`config.mk`:
```
export PLATFORM = sky130hd
export DESIGN_NAME = lost_tx_arbiter
export DESIGN_NICKNAME = d
export VERILOG_FILES = /design/src/rtl/lost_tx_arbiter_pkg.sv /design/src/rtl/lost_tx_arbiter_rr_pick.sv /design/src/rtl/lost_tx_arbiter.sv
export SDC_FILE = /design/constraint.sdc
export NUM_CORES = 1
export LEC_CHECK = 0
export BUFFER_PORTS_ARGS = -buffer_cell sky130_fd_sc_hd__clkbuf_2
export CORE_ASPECT_RATIO = 0.8
export CORE_MARGIN = 2
export CORE_UTILIZATION = 44
export DETAILED_ROUTE_END_ITERATION = 12
export GPL_TIMING_DRIVEN = 0
export HOLD_SLACK_MARGIN = 0.12
export PLACE_DENSITY_LB_ADDON = 0.15
export SLEW_MARGIN = 20
export SYNTH_ARGS = -nofsm -noshare
export SYNTH_HDL_FRONTEND = slang
export SYNTH_SLANG_ARGS = --single-unit
```
`constraint.sdc`:
```
create_clock -name clk -period 1.6 [get_ports clk]
set_input_delay 0.24 -clock clk [delete_from_list [all_inputs] [get_ports clk]]
set_output_delay 0.24 -clock clk [all_outputs]
set_load 0.05 [all_outputs]
```
`src/rtl/lost_tx_arbiter_pkg.sv`:
```
// Shared FSM state encoding and frame header layout for the transition-log transmit arbiter.
// Header byte: {mark, 2'b00, level, channel[3:0]}, followed by timestamp bytes MSB first.
package lost_tx_arbiter_pkg;

   typedef enum logic [2:0] {
      ST_IDLE,
      ST_GRANT,
      ST_SEND,
      ST_HOLD,
      ST_WAIT,
      ST_DONE
   } state_t;

   localparam logic HDR_MARK = 1'b1;

   function automatic logic [7:0] hdr_byte(input logic lvl, input logic [3:0] ch);
      return {HDR_MARK, 2'b00, lvl, ch};
   endfunction

endpackage

```
`src/rtl/lost_tx_arbiter_rr_pick.sv`:
```
// Combinational round-robin picker: first valid channel after rr_ptr, wrapping mod NCH.
// Zero latency; no backpressure of its own.
module lost_tx_arbiter_rr_pick
   import lost_tx_arbiter_pkg::*;
#(
   parameter int NCH = 4,
   parameter int PW  = (NCH > 1) ? $clog2(NCH) : 1
) (
   input  logic [NCH-1:0] req_valid,
   input  logic [PW-1:0]  rr_ptr,
   output logic [PW-1:0]  gnt_idx,
   output logic           any_req
);

   logic          found;
   logic [PW-1:0] idx;

   always_comb begin
      gnt_idx = rr_ptr;
      found   = 1'b0;
      idx     = '0;
      for (int k = 1; k <= NCH; k++) begin
         idx = PW'((int'(rr_ptr) + k) % NCH);
         if (!found && req_valid[idx]) begin
            gnt_idx = idx;
            found   = 1'b1;
         end
      end
   end

   assign any_req = |req_valid;

endmodule

```
`src/rtl/lost_tx_arbiter.sv`:
```
// Round-robin arbiter feeding one byte-wide UART: grant, then header + TSW/8 timestamp bytes.
// Grant one cycle after the IDLE sample; each byte waits for tx_busy to fall before the next tx_start.
module lost_tx_arbiter
   import lost_tx_arbiter_pkg::*;
#(
   parameter int NCH = 4,
   parameter int TSW = 24
) (
   input  logic             clk,
   input  logic             rst,
   input  logic             enable,
   input  logic [NCH-1:0]   req_valid,
   input  logic [NCH-1:0]   req_lvl,
   input  logic [NCH*TSW-1:0] req_ts,
   output logic [NCH-1:0]   req_ready,
   output logic [7:0]       tx_data,
   output logic             tx_start,
   input  logic             tx_busy,
   output logic [15:0]      frame_cnt
);

   localparam int PW       = (NCH > 1) ? $clog2(NCH) : 1;
   localparam int TS_BYTES = TSW / 8;
   localparam int BIW      = $clog2(TS_BYTES + 1);

   state_t           state_q;
   logic [PW-1:0]    rr_ptr_q;
   logic [PW-1:0]    g_q;
   logic [TSW-1:0]   ts_q;
   logic [BIW-1:0]   byte_idx_q;
   logic [NCH-1:0]   req_ready_q;
   logic [7:0]       tx_data_q;
   logic             tx_start_q;
   logic [15:0]      frame_cnt_q;

   logic [PW-1:0]    gnt_idx;
   logic             any_req;

   lost_tx_arbiter_rr_pick #(.NCH(NCH), .PW(PW)) u_pick (
      .req_valid (req_valid),
      .rr_ptr    (rr_ptr_q),
      .gnt_idx   (gnt_idx),
      .any_req   (any_req)
   );

   // Byte k (k >= 1) of a frame is timestamp byte TS_BYTES-k, i.e. MSB first.
   function automatic logic [7:0] ts_byte(input logic [TSW-1:0] ts, input int k);
      logic [TSW-1:0] sh;
      sh = ts >> (8 * (TS_BYTES - k));
      return sh[7:0];
   endfunction

   always_ff @(posedge clk) begin
      if (rst) begin
         state_q     <= ST_IDLE;
         rr_ptr_q    <= PW'(NCH - 1);
         g_q         <= '0;
         ts_q        <= '0;
         byte_idx_q  <= '0;
         req_ready_q <= '0;
         tx_data_q   <= '0;
         tx_start_q  <= 1'b0;
         frame_cnt_q <= '0;
      end else begin
         req_ready_q <= '0;
         tx_start_q  <= 1'b0;
         case (state_q)
            ST_IDLE: begin
               if (enable && any_req) begin
                  g_q         <= gnt_idx;
                  req_ready_q <= NCH'(1) << gnt_idx;
                  state_q     <= ST_GRANT;
               end
            end
            ST_GRANT: begin
               // Header goes out straight from the live level, so the registered tx_data lines up with SEND.
               ts_q       <= req_ts[int'(g_q)*TSW +: TSW];
               rr_ptr_q   <= g_q;
               byte_idx_q <= '0;
               tx_data_q  <= hdr_byte(req_lvl[g_q], 4'(g_q));
               tx_start_q <= 1'b1;
               state_q    <= ST_SEND;
            end
            ST_SEND: state_q <= ST_HOLD;
            ST_HOLD: state_q <= ST_WAIT;
            ST_WAIT: begin
               if (!tx_busy) begin
                  if (byte_idx_q == BIW'(TS_BYTES)) begin
                     state_q <= ST_DONE;
                  end else begin
                     byte_idx_q <= byte_idx_q + 1'b1;
                     tx_data_q  <= ts_byte(ts_q, int'(byte_idx_q) + 1);
                     tx_start_q <= 1'b1;
                     state_q    <= ST_SEND;
                  end
               end
            end
            ST_DONE: begin
               frame_cnt_q <= frame_cnt_q + 16'd1;
               state_q     <= ST_IDLE;
            end
            default: state_q <= ST_IDLE;
         endcase
      end
   end

   assign req_ready = req_ready_q;
   assign tx_data   = tx_data_q;
   assign tx_start  = tx_start_q;
   assign frame_cnt = frame_cnt_q;

endmodule
```
Word-level counts from Yosys, hierarchy flattened --
Index checks and enable logic that the tools add are counted.
Word-level totals: flip-flop bits (word level) 62, input port bits 108, output and inout bits 29, logic and storage cells 81
Operators by class: add/sub/neg operators 8, $mul 1, $lt $le $gt $ge 5, equal/unequal tests 9, shift-type cells 3, multiplexer cells 30, bitwise logic cells 2, reduce and logical (&&, ||, !) cells 14
Operators with widths (count):
- 96-bit by 8-bit variable part select with 24-bit output | 1
- 24-bit by 32-bit >> shifter with 8-bit output | 1
- 16-bit by 1-bit adder with 16-bit output (second input constant) | 1
- 8-bit 2-to-1 mux | 2
- 8-bit one-hot mux with 2 select lines | 1
- 2-bit by 3-bit less-than comparator with 1-bit output (second input constant) | 5
- 3-bit one-hot mux with 5 select lines | 1
- 2-bit 2-to-1 mux | 6
- 1-bit binary-select mux with 2-bit select | 5
- 1-bit 2-to-1 mux | 10
- 3-bit 2-to-1 mux | 3
- 2-bit by 1-bit adder with 2-bit output (second input constant) | 3
- 3-bit by 2-bit equality test with 1-bit output (second input constant) | 2
- 3-bit equality test (second input constant) | 2
- 2-bit inequality test (second input constant) | 3
- 2-bit adder (second input constant) | 2
- 1-bit logical AND | 4
- 2-bit by 2-bit multiplier with 4-bit output (second input constant) | 1
- 2-bit one-hot mux with 2 select lines | 1
- 2-bit AND reduction | 2
- 4-bit OR reduction | 1
- 1-bit by 2-bit << shifter with 4-bit output (first input constant) | 1
- 2-bit by 3-bit subtractor with 4-bit output (first input constant) | 1
- 2-bit by 1-bit adder with 3-bit output (second input constant) | 1
- 9 further kinds | 12

Logic depth before layout (Yosys ltp) --
depth in word-level cells 14, mapped depth 7, depth with buffers taken out 5

By module --
A second synthesis with hierarchy kept.
Second synthesis, totals: cells, all modules 353, area total of the unflattened synthesis 3240.6 um^2
By module, submodules not included:
- lost_tx_arbiter | times used 1, cells each 339, area an instance 3168.0 um^2, seq. area each 1241.2 um^2
- lost_tx_arbiter_rr_pick | times used 1, cells each 14, area an instance 72.6 um^2, seq. area each 0.0 um^2

Least setup slack after synthesis --
Ideal clock, no wire load.
kind reg2reg, start register frame_cnt_q[7], in the netlist frame_cnt[7], end register frame_cnt_q[15], in the netlist frame_cnt[15], setup time 0.121 ns, arrival 1.758 ns, required time 1.479 ns, setup slack -0.279 ns, cell stages (with the launch flop) 5, path buffers 0, period minus slack after synthesis 1.879 ns, path through dfxtp_1 > and4_1 > nand3_1 > nor4b_2 > mux2_2
On the way: word-level cells in the longest chain between the ends 1
RTL lines:
- from (decl) | line lost_tx_arbiter.sv:34 | logic [15:0] frame_cnt_q;
- from (signal assigned) | line lost_tx_arbiter.sv:99 | frame_cnt_q <= frame_cnt_q + 16'd1;
- 16-bit by 1-bit adder with 16-bit output | line lost_tx_arbiter.sv:99
Every way passes these cells. A chain may end at the register's enable or synchronous reset.

Worst setup path in the final report --
start register byte_idx_q[1], end register tx_data_q[1], in the netlist tx_data[1]
On the way: word-level cells in the longest chain between the ends 6, elaborated cells between the ends (all ways) 9, those cells by class add/sub (2); eq/ne (2); shift (1); mux (3); reduce/logical (1)
RTL lines:
- from (decl) | line lost_tx_arbiter.sv:30 | logic [BIW-1:0] byte_idx_q;
- from (signal assigned) | line lost_tx_arbiter.sv:91 | byte_idx_q <= byte_idx_q + 1'b1;
- 2-bit by 1-bit adder with 3-bit output | line lost_tx_arbiter.sv:92 | tx_data_q <= ts_byte(ts_q, int'(byte_idx_q) + 1);
- 2-bit by 3-bit subtractor with 4-bit output | line lost_tx_arbiter.sv:49 | sh = ts >> (8 * (TS_BYTES - k));
- 24-bit by 32-bit >> shifter with 8-bit output | line lost_tx_arbiter.sv:49
- 8-bit 2-to-1 mux | line lost_tx_arbiter.sv:88 | if (byte_idx_q == BIW'(TS_BYTES)) begin
- 8-bit 2-to-1 mux | line lost_tx_arbiter.sv:87 | if (!tx_busy) begin
- 8-bit one-hot mux with 2 select lines | line lost_tx_arbiter.sv:67 | case (state_q)
- to (signal assigned) | line lost_tx_arbiter.sv:80 | tx_data_q <= hdr_byte(req_lvl[g_q], 4'(g_q));
- to (signal assigned) | line lost_tx_arbiter.sv:92
- to (decl) | line lost_tx_arbiter.sv:32 | logic [7:0] tx_data_q;
Parallel ways exist; a longest one is shown, timed or not. The select of a mux whose other input is x is not followed.

==> results summary <==
Tracing the worst setup path back leads to its startpoint at byte_idx_q[1]. Entering global routing, the biggest net connects 20 pins. The floorplan step set the die width to about 100 um.

The global routing stage identified its most utilized layer as met2. The total nets after synthesis is roughly 470. The insertion delay to the later sink of the worst-skew pair came out at about 0.34 ns. Counting along the longest clock path gives a buffer depth of 2.

Buffers inserted to repair hold after CTS numbered 0. The most common cell in the synthesized netlist is nand2_1. By area the synthesized netlist is led by dfxtp_1 37%, mux4_2 17%, nand2_1 7.1%, a21oi_1 5.2%, nor2_1 3.6%. The count of buffers inserted at the top-level ports came out at ~140. Yosys mapped a number of flops with a built-in enable equal to 0. The total CTS buffers is 9. The total instance count after detailed placement came out at around 600. The worst setup path is captured at a flop. The worst vdd rail ir drop is around 370 uV. The vertical extent of the die is between 80 and 90 um. The met3 track utilization from global routing is 5.28%.

The via count normalized by instance count came out at between 5 and 6. Across all register-to-register paths, the minimum setup slack is around 0.036 ns. After layout, the worst path uses a little over nine tenths of the clock period.

Static timing analysis puts the maximum clock frequency at around 640 MHz. Of the synthesized area, sequential elements account for about 37%. The worst register-to-register path begins at byte_idx_q[1]. The overall fraction of global-route tracks in use is 23.4%.

The via count of the first global-routing pass is ~3,200. The count of pins on the block boundary is ~140. Once layout is complete, the cells apart from fillers number ~620. In the global route stage, met2 resource usage came out at between 30 and 40%. The flow ran to the end, and the final reports show no timing, DRC or antenna violations.

The final estimated routing congestion in global placement is just over 0.8. The number of distinct standard cells referenced by the synthesized netlist is 49. In this run the critical register-to-register path is captured at tx_data[1]. TritonCTS built the clock tree. The final-layout fill cell count is about 640. The transition time of the tightest slew-check pin is approximately 0.73 ns. The leakage power of the design is 0.00193 uW. The worst setup path is launched from a flop. The warning count from the yosys run came out at 0. By count the netlist is led by 63 x nand2_1, 62 x dfxtp_1, 35 x a21oi_1.

The share of post-route cells with drive strength above 1 is between 40% and 50%. Global routing used 30.6% of the available met1 tracks. Across the whole layout, storage elements account for between 1000 and 1500 um^2. The count of nets left with antenna violations once routing finished came out at 0. The top-area cell type share of the netlist area is between 30% and 40%.

The number of antenna violations at the first check in global routing is 0. The first global-routing pass estimated ~15,000 um of wire. The worst setup slack after placement is -0.260 ns. Along the worst path, the maximum fanout reaches 7. The total of endpoints with negative setup slack in the final report came out at 0.

The most used flip-flop cell after synthesis is dfxtp_1. For this run the aggregate overflow at the end of global routing stands at 0. The number of DRC violations after detailed routing came out at 0. The total routed wirelength came out at 9100 um. The length of the first detailed-routing pass in iterations came out at 4. The power density over cell area came out at approximately 830 nW/um^2.

The critical path is of the reg -> reg type. 0 antenna diodes ended up in the layout. The deepest level of the CTS H-tree is 3. In this run the worst hold path is classified as in -> reg.

The cell type contributing the most total cell area after synthesis is dfxtp_1. In the post-route analysis, the smallest setup slack over all paths is between 0.03 and 0.04 ns. The detailed placement HPWL came out at approximately 7100 um.

The number of vias in the routed layout is 3,218. The number of standard-cell rows in the floorplan came out at 28. Summing all multi-input logic gate instances after layout gives about 2100 um^2. In the synthesized netlist, the number of instances is between 300 and 400.

Headroom to the max-slew limit came out at about half. The worst setup skew after layout came out at between 0.01 and 0.015 ns. The post-detailed-route wirelength per cell came out at between 10 and 15 um. The mapped netlist covers between 3000 and 4000 um^2.

Following the worst setup path forward leads to its endpoint at tx_data[1]. Setup repair after global routing could not meet its margin everywhere. The area of the core region is roughly 7400 um^2.

The synthesis-stage register bit count is 62. The tool flagged a number of max-cap violations equal to 0. The number of max-slew violations in the final report is 0. Once the floorplan was initialized, standard cells occupied a little under half of the core. The area of the die is between 8000 and 9000 um^2.

The final count of hold timing violations came to 0. The minimum clock period after layout came out at between 1.5 and 2 ns. The tree is rooted in a clkbuf_8.

The violation count after the first detailed-route iteration came out at ~110. The worst endpoint data arrival time is approximately 1.8 ns. The number of sinks driven by the clock tree is 62. For this run, asynchronously set or reset flops after synthesis account for 0%.

The final-stage net count came out at approximately 620. The post-CTS clock slew at the launch and capture registers of the worst setup and hold paths came out at about 0.07 ns. The area growth from synthesis to final layout is 38.2%. In this run the mean area of a mapped cell was 9.22 um^2. The worst register-to-register path has a depth of 6. Data on the critical path is required at its endpoint by roughly 1.8 ns.
==> cells in the final DEF (no fill, tap or decap), types with 3 or more instances in the layout <==
cell / instances
a22oi_1: 3
mux2i_4: 3
clkbuf_8: 12
nor3_1: 8
o21ai_1: 5
dfxtp_2: 12
nor2_1: 31
dfxtp_1: 44
buf_2: 3
xnor2_1: 5
nand4_1: 4
mux4_2: 25
xor2_1: 6
nand2b_1: 3
and3_1: 4
clkbuf_2: 136
nor4_1: 3
inv_1: 6
o21ai_0: 5
a211oi_1: 3
buf_4: 10
clkbuf_1: 11
buf_8: 4
a21oi_1: 34
mux2i_1: 5
nand2_1: 61
clkbuf_4: 3
nand3_1: 14
dfxtp_4: 6
==> critical path, cell delays in order (launching register included) <==
cell and delay (ns):
dfxtp_2 0.35, ha_4 0.27, buf_8 0.13, mux2i_2 0.27, o21ai_1 0.08, a221oi_1 0.25
nor3_1 0.08
==> worst min-delay path by stage <==
| stage | cells past startpoint | slack (ns) | end | start |
|---|---|---|---|---|
| final | 4 | 0.36 | req_ready[1] | enable |
| after global routing | 4 | 0.38 | req_ready[1] | enable |
| after CTS | 4 | 0.32 | byte_idx_q[1] | tx_busy |
| after detailed placement | 2 | 0.45 | ts_q[20] | ts_q[20] |
| after global placement | 2 | 0.44 | ts_q[20] | ts_q[20] |
| after floorplan | 3 | 0.43 | byte_idx_q[1] | tx_busy |
==> metal layers <==
metal,vias to the layer above,wire length (um)
li1,1619,-
met4,0,79
met5,-,0
met3,6,565
met1,1500,4120
met2,93,4330
==> metrics by stage <==
| stage | TNS (ns) | utilization [%] | hold WS (ns) | power [uW] | instance area [um^2] |
|---|---|---|---|---|---|
| 2_1_floorplan | 0 | - | 0.430 | 2260 | 3370 |
| 3_3_place_gp | -3.16 | 56.4 | 0.441 | 2510 | 4170 |
| 3_5_place_dp | -5.12 | 56.4 | 0.447 | 2530 | 4170 |
| 4_1_cts | -0.0110 | 60.2 | 0.324 | 3810 | 4450 |
| 5_1_grt | -0.129 | 62.4 | 0.375 | 4010 | 4610 |
| 6_report | 0 | 62.4 | 0.359 | 3820 | 4610 |
==> where the power goes <==
part,internal [uW],total [uW],switching (uW)
sequential,1620,1680,65.6
combinational,436,867,431
clock,690,1270,578
==> flip-flops by register name, summed over array words and instances, names as in the netlist <==
| signal | cells |
|---|---|
| ts_q | 24 |
| frame_cnt | 16 |
| tx_data | 8 |
| req_ready | 4 |
| state_q | 3 |
| byte_idx_q | 2 |
| g_q | 2 |
| rr_ptr_q | 2 |
| tx_start | 1 |
==> layout make-up <==
type                    count  area share, %
clock buffers              15           3.83
multi-input cells         269           45.6
inverters                   6          0.488
plain buffers              24           3.77
well taps                 105           2.85
flip-flops and latches     62           27.7
clock inverters             1          0.109
repair buffers            141           15.6
==> cell families after synthesis <==
logic type | count (synthesis) | share of synthesized area (%)
buffers and inverters | 31 | 4.31
AND/OR/NAND/NOR | 155 | 22.9
adder cells (fa/ha/maj) | 3 | 1.12
multiplexers | 37 | 20.5
flip-flops | 62 | 37.2
AO/OA/AOI/OAI | 63 | 11.0
XOR/XNOR | 11 | 2.89
==> timing repair <==
item / in CTS / in global routing
hold endpoints to repair: 0 / 0
pin swaps: 3 / 7
gates resized for setup: 19 / 44
setup endpoints to repair: 27 / 40
cloned: 0 / 0
setup buffers: 4 / 2
(Power assumes the default switching activity.)
